<file path="src/rtl/shift_chain_595_ctrl.sv">
// Serial driver for a daisy chain of 74HC595s: captures a frame on start, shifts it out
// at a programmable SCLK rate and pulses STCP. Define SHIFT595_PWM_EN for PWM brightness on OE.
module shift_chain_595_ctrl #(
  parameter int NUM_ICS = 2,
  parameter int CLK_DIV = 4
) (
  input  logic                   clk_i,
  input  logic                   rst_i,
  input  logic                   start_i,
  input  logic [NUM_ICS*8-1:0]   data_i,
  input  logic                   lsb_first_i,
`ifdef SHIFT595_PWM_EN
  input  logic [7:0]             brightness_i,
`endif
  output logic                   busy_o,
  output logic                   done_o,
  output logic                   sclk_o,
  output logic                   data_o,
  output logic                   latch_o,
  output logic                   oe_n_o
);

  localparam int W     = NUM_ICS * 8;
  localparam int DIV_W = (CLK_DIV > 1) ? $clog2(CLK_DIV) : 1;
  localparam int IDX_W = (W > 1) ? $clog2(W) : 1;

  localparam logic [DIV_W-1:0] DIV_LAST = DIV_W'(CLK_DIV - 1);
  localparam logic [IDX_W-1:0] IDX_LAST = IDX_W'(W - 1);

  typedef enum logic [1:0] {
    IDLE,
    SETUP,
    CLKHI,
    LATCH
  } state_e;

  state_e           state_q, state_d;
  logic [DIV_W-1:0] div_q, div_d;
  logic [IDX_W-1:0] idx_q, idx_d;
  logic [W-1:0]     shadow_q, shadow_d;
  logic             lsb_q, lsb_d;
  logic             busy_q, busy_d;
  logic             done_q, done_d;
  logic             sclk_q, sclk_d;
  logic             data_q, data_d;
  logic             latch_q, latch_d;
  logic             oe_n_q, oe_n_d;
`ifdef SHIFT595_PWM_EN
  logic [7:0]       pwm_cnt_q, pwm_cnt_d;
`endif

  // Bit idx of the frame in shift order: idx 0 is the first bit on DS.
  function automatic logic pick_bit(input logic [W-1:0]     word,
                                    input logic             lsb_first,
                                    input logic [IDX_W-1:0] idx);
    if (lsb_first) begin
      return word[idx];
    end
    return word[IDX_LAST - idx];
  endfunction

  always_comb begin
    // NOTE: every variable gets its hold value first so no path leaves it unassigned (no latches).
    state_d  = state_q;
    div_d    = div_q;
    idx_d    = idx_q;
    shadow_d = shadow_q;
    lsb_d    = lsb_q;
    busy_d   = busy_q;
    done_d   = 1'b0;
    sclk_d   = sclk_q;
    data_d   = data_q;
    latch_d  = latch_q;

    unique case (state_q)
      IDLE: begin
        if (start_i) begin
          state_d  = SETUP;
          div_d    = '0;
          idx_d    = '0;
          shadow_d = data_i;
          lsb_d    = lsb_first_i;
          data_d   = pick_bit(data_i, lsb_first_i, '0);
          busy_d   = 1'b1;
          sclk_d   = 1'b0;
          latch_d  = 1'b0;
        end
      end

      SETUP: begin
        if (div_q == DIV_LAST) begin
          div_d   = '0;
          sclk_d  = 1'b1;
          state_d = CLKHI;
        end else begin
          div_d = div_q + DIV_W'(1);
        end
      end

      CLKHI: begin
        if (div_q == DIV_LAST) begin
          div_d  = '0;
          sclk_d = 1'b0;
          if (idx_q == IDX_LAST) begin
            latch_d = 1'b1;
            state_d = LATCH;
          end else begin
            // Next bit goes onto DS together with the falling SCLK edge.
            idx_d   = idx_q + IDX_W'(1);
            data_d  = pick_bit(shadow_q, lsb_q, idx_q + IDX_W'(1));
            state_d = SETUP;
          end
        end else begin
          div_d = div_q + DIV_W'(1);
        end
      end

      LATCH: begin
        if (div_q == DIV_LAST) begin
          div_d   = '0;
          latch_d = 1'b0;
          busy_d  = 1'b0;
          done_d  = 1'b1;
          state_d = IDLE;
        end else begin
          div_d = div_q + DIV_W'(1);
        end
      end

      default: state_d = IDLE;
    endcase
  end

`ifdef SHIFT595_PWM_EN
  always_comb begin
    pwm_cnt_d = pwm_cnt_q + 8'd1;
    oe_n_d    = !(pwm_cnt_q < brightness_i);
  end
`else
  always_comb begin
    oe_n_d = 1'b0;
  end
`endif

  // NOTE: non-blocking assignments keep every flop sampling pre-edge values regardless of order.
  always_ff @(posedge clk_i) begin
    if (rst_i) begin
      state_q <= IDLE;
      div_q   <= '0;
      idx_q   <= '0;
      busy_q  <= 1'b0;
      done_q  <= 1'b0;
      sclk_q  <= 1'b0;
      data_q  <= 1'b0;
      latch_q <= 1'b0;
      oe_n_q  <= 1'b1;
    end else begin
      state_q <= state_d;
      div_q   <= div_d;
      idx_q   <= idx_d;
      busy_q  <= busy_d;
      done_q  <= done_d;
      sclk_q  <= sclk_d;
      data_q  <= data_d;
      latch_q <= latch_d;
      oe_n_q  <= oe_n_d;
    end
  end

  // NOTE: frame shadow and order flag have no reset; they are always rewritten on accept.
  always_ff @(posedge clk_i) begin
    shadow_q <= shadow_d;
    lsb_q    <= lsb_d;
  end

`ifdef SHIFT595_PWM_EN
  always_ff @(posedge clk_i) begin
    if (rst_i) begin
      pwm_cnt_q <= 8'd0;
    end else begin
      pwm_cnt_q <= pwm_cnt_d;
    end
  end
`endif

  assign busy_o  = busy_q;
  assign done_o  = done_q;
  assign sclk_o  = sclk_q;
  assign data_o  = data_q;
  assign latch_o = latch_q;
  assign oe_n_o  = oe_n_q;

endmodule

</file>
<file path="config.mk">
export PLATFORM = sky130hd
export DESIGN_NAME = shift_chain_595_ctrl
export DESIGN_NICKNAME = d
export VERILOG_FILES = /design/src/rtl/shift_chain_595_ctrl.sv
export SDC_FILE = /design/constraint.sdc
export NUM_CORES = 1
export LEC_CHECK = 0
export BUFFER_PORTS_ARGS = -buffer_cell sky130_fd_sc_hd__buf_4
export CAP_MARGIN = 40
export CORE_MARGIN = 2
export CORE_UTILIZATION = 45
export DETAILED_ROUTE_END_ITERATION = 8
export PLACE_DENSITY = 0.63
export SYNTH_ARGS = -nofsm -noshare
export SYNTH_HDL_FRONTEND = slang
export SYNTH_SLANG_ARGS = --single-unit
</file>
<file path="constraint.sdc">
create_clock -name clk_i -period 4.6 [get_ports clk_i]
set_clock_uncertainty 0.2 [all_clocks]
set_input_delay 0.23 -clock clk_i [delete_from_list [all_inputs] [get_ports clk_i]]
set_output_delay 0.23 -clock clk_i [all_outputs]
set_load 0.01 [all_outputs]
</file>
# --- After elaboration in Yosys (flattened, before gate mapping) ---
# Cells that the tools add are included.
word_totals:
  ff_bits: 31
  latchBits: 0
  ramBits: 0
  rom_bits: 0
  memories: 0
classes:
  addsub: 3
  multipliers: 0
  n_div: 0
  magnitude_cmp: 2
  eq_ne: 11
  n_shift: 0
  mux: 43
  bitwise_logic: 1
  n_reduce_logical: 13
ops:
  columns: ["cell", "count"]
  rows:
  - ["2-to-1 mux 1 bit", 24]
  - ["2-to-1 mux 2 bit", 7]
  - ["2-to-1 mux 4 bit", 3]
  - ["!= test 2 bit (second input constant)", 6]
  - ["AND reduction 4 bit", 3]
  - ["less-than comparator 4 x 5 -> 1 bit (second input constant)", 2]
  - ["binary-select mux 1 bit (select 4 bit)", 2]
  - ["one-hot mux 2 bit (4 select lines)", 1]
  - ["one-hot mux 4 bit (2 select lines)", 1]
  - ["equality test 2 bit (second input constant)", 3]
  - ["one-hot mux 1 bit (3 select lines)", 2]
  - ["nonzero test 3 bit", 2]
  - ["AND reduction 5 bit", 1]
  - ["adder 4 x 1 -> 4 bit (second input constant)", 1]
  - ["equality test 4 bit (second input constant)", 1]
  - ["one-hot mux 1 bit (2 select lines)", 2]
  - ["one-hot mux 2 bit (2 select lines)", 1]
  - ["nonzero test 2 bit", 2]
  - ["subtractor 4 bit (first input constant)", 1]
  - ["AND reduction 3 bit", 1]
  - ["OR reduction 3 bit", 1]
  - ["adder 2 x 1 -> 2 bit (second input constant)", 1]
  - ["equality test 2 x 1 -> 1 bit (second input constant)", 1]
  - ["logical NOT 2 bit", 1]
  - ["3 further kinds", 3]

# --- Logic depth before layout (Yosys ltp) ---
logic_depth:
  ltp_word: 8
  depth_mapped: 7
  mapped_depth_nobuf: 7

# --- Worst setup path before layout ---
# Ideal clock, no wire load.
synth_path:
  path_type: "reg2reg"
  startpoint: "reg idx_q[0]"
  endpoint: "reg data_q (netlist: data_o)"
  setup_ns: 0.116
  arrival_time_ns: 1.845
  slack_ns: 2.439
  stages_incl_launch_ff: 8
  path_buffers: 1
  period_less_slack_ns: 2.161
  cell_sequence: "dfxtp_1 -> ha_1 -> clkbuf_1 -> mux4_1 -> nor2b_4 -> a2111oi_2 -> a31oi_1 -> a31o_1"
synth_via:
  elab_chain_cells: 8
synth_rtl:
  columns: ["item", "line_no", "rtl"]
  rows:
  - ["from (decl)", "39", "logic [IDX_W-1:0] idx_q, idx_d;"]
  - ["from (signal assigned)", "160", "idx_q <= idx_d;"]
  - ["adder 4 x 1 -> 4 bit", "110", "data_d = pick_bit(shadow_q, lsb_q, idx_q + IDX_W'(1));"]
  - ["subtractor 4 bit / binary-select mux 1 bit (select 4 bit) (equally long branches)", "59, 57", null]
  - ["binary-select mux 1 bit (select 4 bit) / 2-to-1 mux 1 bit (equally long branches)", "59, 57", null]
  - ["2-to-1 mux 1 bit, on equally long branches", "59, 56", null]
  - ["2-to-1 mux 1 bit", "59", "return word[IDX_LAST - idx];"]
  - ["2-to-1 mux 1 bit", "104", "if (idx_q == IDX_LAST) begin"]
  - ["2-to-1 mux 1 bit", "101", "if (div_q == DIV_LAST) begin"]
  - ["one-hot mux 1 bit (2 select lines)", "75", "unique case (state_q)"]
  - ["to (signal assigned)", "164", "data_q <= data_d;"]
  - ["to (decl)", "45", "logic data_q, data_d;"]
# Parallel ways exist; a longest one is shown, timed or not. The select of a mux whose other input is x is not followed.
# A chain may end at the register's enable or synchronous reset.

# --- Final worst setup path ---
# Same ends and word-level chain as after synthesis.

==> impl_metrics.env <==
export IMPL_grt_remaining_overflow=0
export IMPL_whs_ps=296
export IMPL_clock_path_buffers=2
export IMPL_hold_class="reg2reg"
export IMPL_vias_per_cell=5.21
export IMPL_grt_pass1_wl_um=5050
export IMPL_setup_viol=0
export IMPL_grt_usage_pct=16.6
export IMPL_worstPathRequired_ps=4630
export IMPL_numCtsBuffers=5
export IMPL_syn_area_per_cell_um2=12.9
export IMPL_worstSetupPathType="reg2reg"
export IMPL_p_leak_nw=0.815
export IMPL_fin_crit_ps=2490
export IMPL_wirelength_um=2990
export IMPL_htree_levels=2
export IMPL_initialDrtViolationCount=65
export IMPL_vias=1125
export IMPL_clock_sinks=31
export IMPL_hpwl_um=2010
export IMPL_synthCells=122
export IMPL_grt_max_degree=18
export IMPL_hold_viol=0
export IMPL_fin_crit_sh_pct=54.2
export IMPL_grt_busiest_layer="met2"
export IMPL_ys_ff_latch=31
export IMPL_rsz0062_at_grt="no"
export IMPL_fillers=282
export IMPL_die_h_um=63.1
export IMPL_setup_ws_ps=2110
export IMPL_gr_usage_met2_pct=26.6
export IMPL_antenna_found_initial=0
export IMPL_io_buffer_count=25
export IMPL_ys_types=35
export IMPL_rows=21
export IMPL_crit_fanout=12
export IMPL_place_congestion=0.801
export IMPL_cp_arrival_ps=2530
export IMPL_cts_tree="yes"
export IMPL_fmax_ghz=0.401
export IMPL_syn_to_final_growth_pct=31.0
export IMPL_pwr_density_cell_mw_per_mm2=405
export IMPL_report_final_slew_viol_count=0
export IMPL_r2r_cells=6
export IMPL_clk_pin_slew_ps=110
export IMPL_critPathCaptureType="flop"
export IMPL_wl_per_cell_um=13.8
export IMPL_nNetsFinal=197
export IMPL_drive_above_1_share_pct=21.8
export IMPL_ctsRootBufferMaster="clkbuf_4"
export IMPL_grt_pass1_vias=1113
export IMPL_insertion_delay_ps=330
export IMPL_drtPass1Iterations=4
export IMPL_syn_area_mm2=0.00157
export IMPL_place_ws_ps=2120
export IMPL_status="finished, final reports clean"
export IMPL_tns_ps=0
export IMPL_floorplan_core_area_mm2=0.00334
export IMPL_slew_headroom_pct=52.3
export IMPL_die_x_um=63.1
export IMPL_cp_start_kind="flop"
export IMPL_whs_path_depth=2
export IMPL_tightest_slew_ps=715
export IMPL_vdd_drop_max_v=0.000229
export IMPL_cap_violations=0
export IMPL_drtAntennaViolNets=0
export IMPL_start_util_pct=47.1
export IMPL_die_area_mm2=0.00398
export IMPL_synth_nets=150
export IMPL_num_io_pins=26
export IMPL_ys_warn_count=0
export IMPL_drcViolationCount=0
export IMPL_diodes=0
export IMPL_gr_usage_met3_pct=5.54
export IMPL_yosysSeqAreaShare_pct=50.3
export IMPL_grt_use_met1_pct=21.3
[flip-flops by register name, summed over array words and instances, names as in the netlist]
register  cells
latch_o       1
sclk_o        1
div_q         2
shadow_q     16
idx_q         4
state_q       2
done_o        1
busy_o        1
oe_n_o        1
data_o        1
lsb_q         1
[kinds of logic after synthesis]
group           share of synthesized area [%]
fa+ha+maj                                6.36
simple gates                             13.0
xor+xnor                                 2.78
compound gates                           9.15
flops                                    50.3
mux                                      15.7
buf+inv                                  2.70
[critical path, cell delays in order, from the launching register on]
cell and delay, ps:
dfxtp_1 680, ha_1 420, mux4_1 350, nor2b_4 140
a2111oi_2 350, a31oi_1 80, a31o_1 180
[cell type report]
type | instances | area [µm²] | area share [%]
Timing Repair Buffer | 44 | 378 | 18.3
Multi-Input combinational cell | 82 | 739 | 35.9
Clock inverter | 3 | 38.8 | 1.88
Clock buffer | 5 | 37.5 | 1.82
Tap cell | 46 | 57.6 | 2.79
Inverter | 5 | 18.8 | 0.911
Sequential cell | 31 | 791 | 38.4
[metrics by stage]
step / instance area, µm² / utilization [%] / std cells / power (mW)
floorplan: 1570 / - / 122 / 0.549
global placement: 1790 / 53.8 / 189 / 0.610
detailed placement: 1790 / 53.8 / 189 / 0.620
CTS: 2060 / 61.8 / 216 / 0.840
global route: 2060 / 61.8 / 216 / 0.891
finish: 2060 / 61.8 / 216 / 0.834
[cell usage after synthesis]
cell type	instances	area [µm²]
mux4_1	7	184
o2111ai_1	1	8.76
a211oi_1	1	7.51
a311oi_1	1	8.76
nand4_1	2	12.5
buf_6	1	11.3
inv_1	5	18.8
ha_1	8	100
a2111oi_2	1	15.0
nand3_1	3	15.0
or3_1	2	12.5
a31o_1	1	8.76
nor2_1	12	45.0
xnor2_2	1	16.3
and4_1	1	8.76
a31oi_1	2	12.5
a21oi_1	8	40.0
mux2i_1	4	40.0
dfxtp_1	14	280
nand3b_1	3	22.5
o211ai_1	1	7.51
edfxtp_1	17	510
clkbuf_1	2	7.51
a22oi_1	2	15.0
buf_2	1	5.00
xnor2_4	1	27.5
o21ai_1	3	15.0
o21ai_0	1	5.00
nor2b_4	1	13.8
and2_1	2	12.5
nor2b_1	1	6.26
mux4_2	1	22.5
nand2b_1	4	25.0
nor3_1	4	20.0
nand2_1	3	11.3
[power by group]
part           internal [mW]  switching (mW)
combinational          0.113           0.131
clock                  0.112          0.0947
sequential             0.355          0.0299
total                  0.579           0.255
[cell usage in the layout (no fill, tap or decap), types with 2 or more instances in the layout]
cell type      Yosys  layout
a21oi_1            8       8
a22oi_1            2       2
a31oi_1            2       2
and2_1             2       2
buf_4              0      25
clkbuf_4           0       5
dfxtp_1           14      14
dlygate4sd3_1      0      19
edfxtp_1          17      17
ha_1               8       8
inv_1              5       5
mux2i_1            4       4
mux4_1             7       7
nand2_1            3       3
nand2b_1           4       4
nand3_1            3       3
nand3b_1           3       3
nand4_1            2       2
nor2_1            12      12
nor3_1             4       4
o21ai_1            3       3
or3_1              2       2
[what timing repair did]
action                    CTS  global route
hold buffers               19             0
hold endpoints to repair   30             0
setup buffers               0             0
resized for setup           0             0
[worst paths after layout]
check / startpoint / endpoint / slack (ps)
worst max-delay path: idx_q[0] / data_o / 2110
worst min-delay path: busy_o / busy_o / 300
worst max register to register: idx_q[0] / data_o / 2110
worst min register to register: busy_o / busy_o / 300
[per-layer routing]
metal / routed length [µm] / part of all wire, %
met1: 1400 / 47
met4: 20 / 0.67
met2: 1450 / 49
met5: 0 / 0
met3: 118 / 4.0
Note: power is estimated with default switching activity, not from simulation.
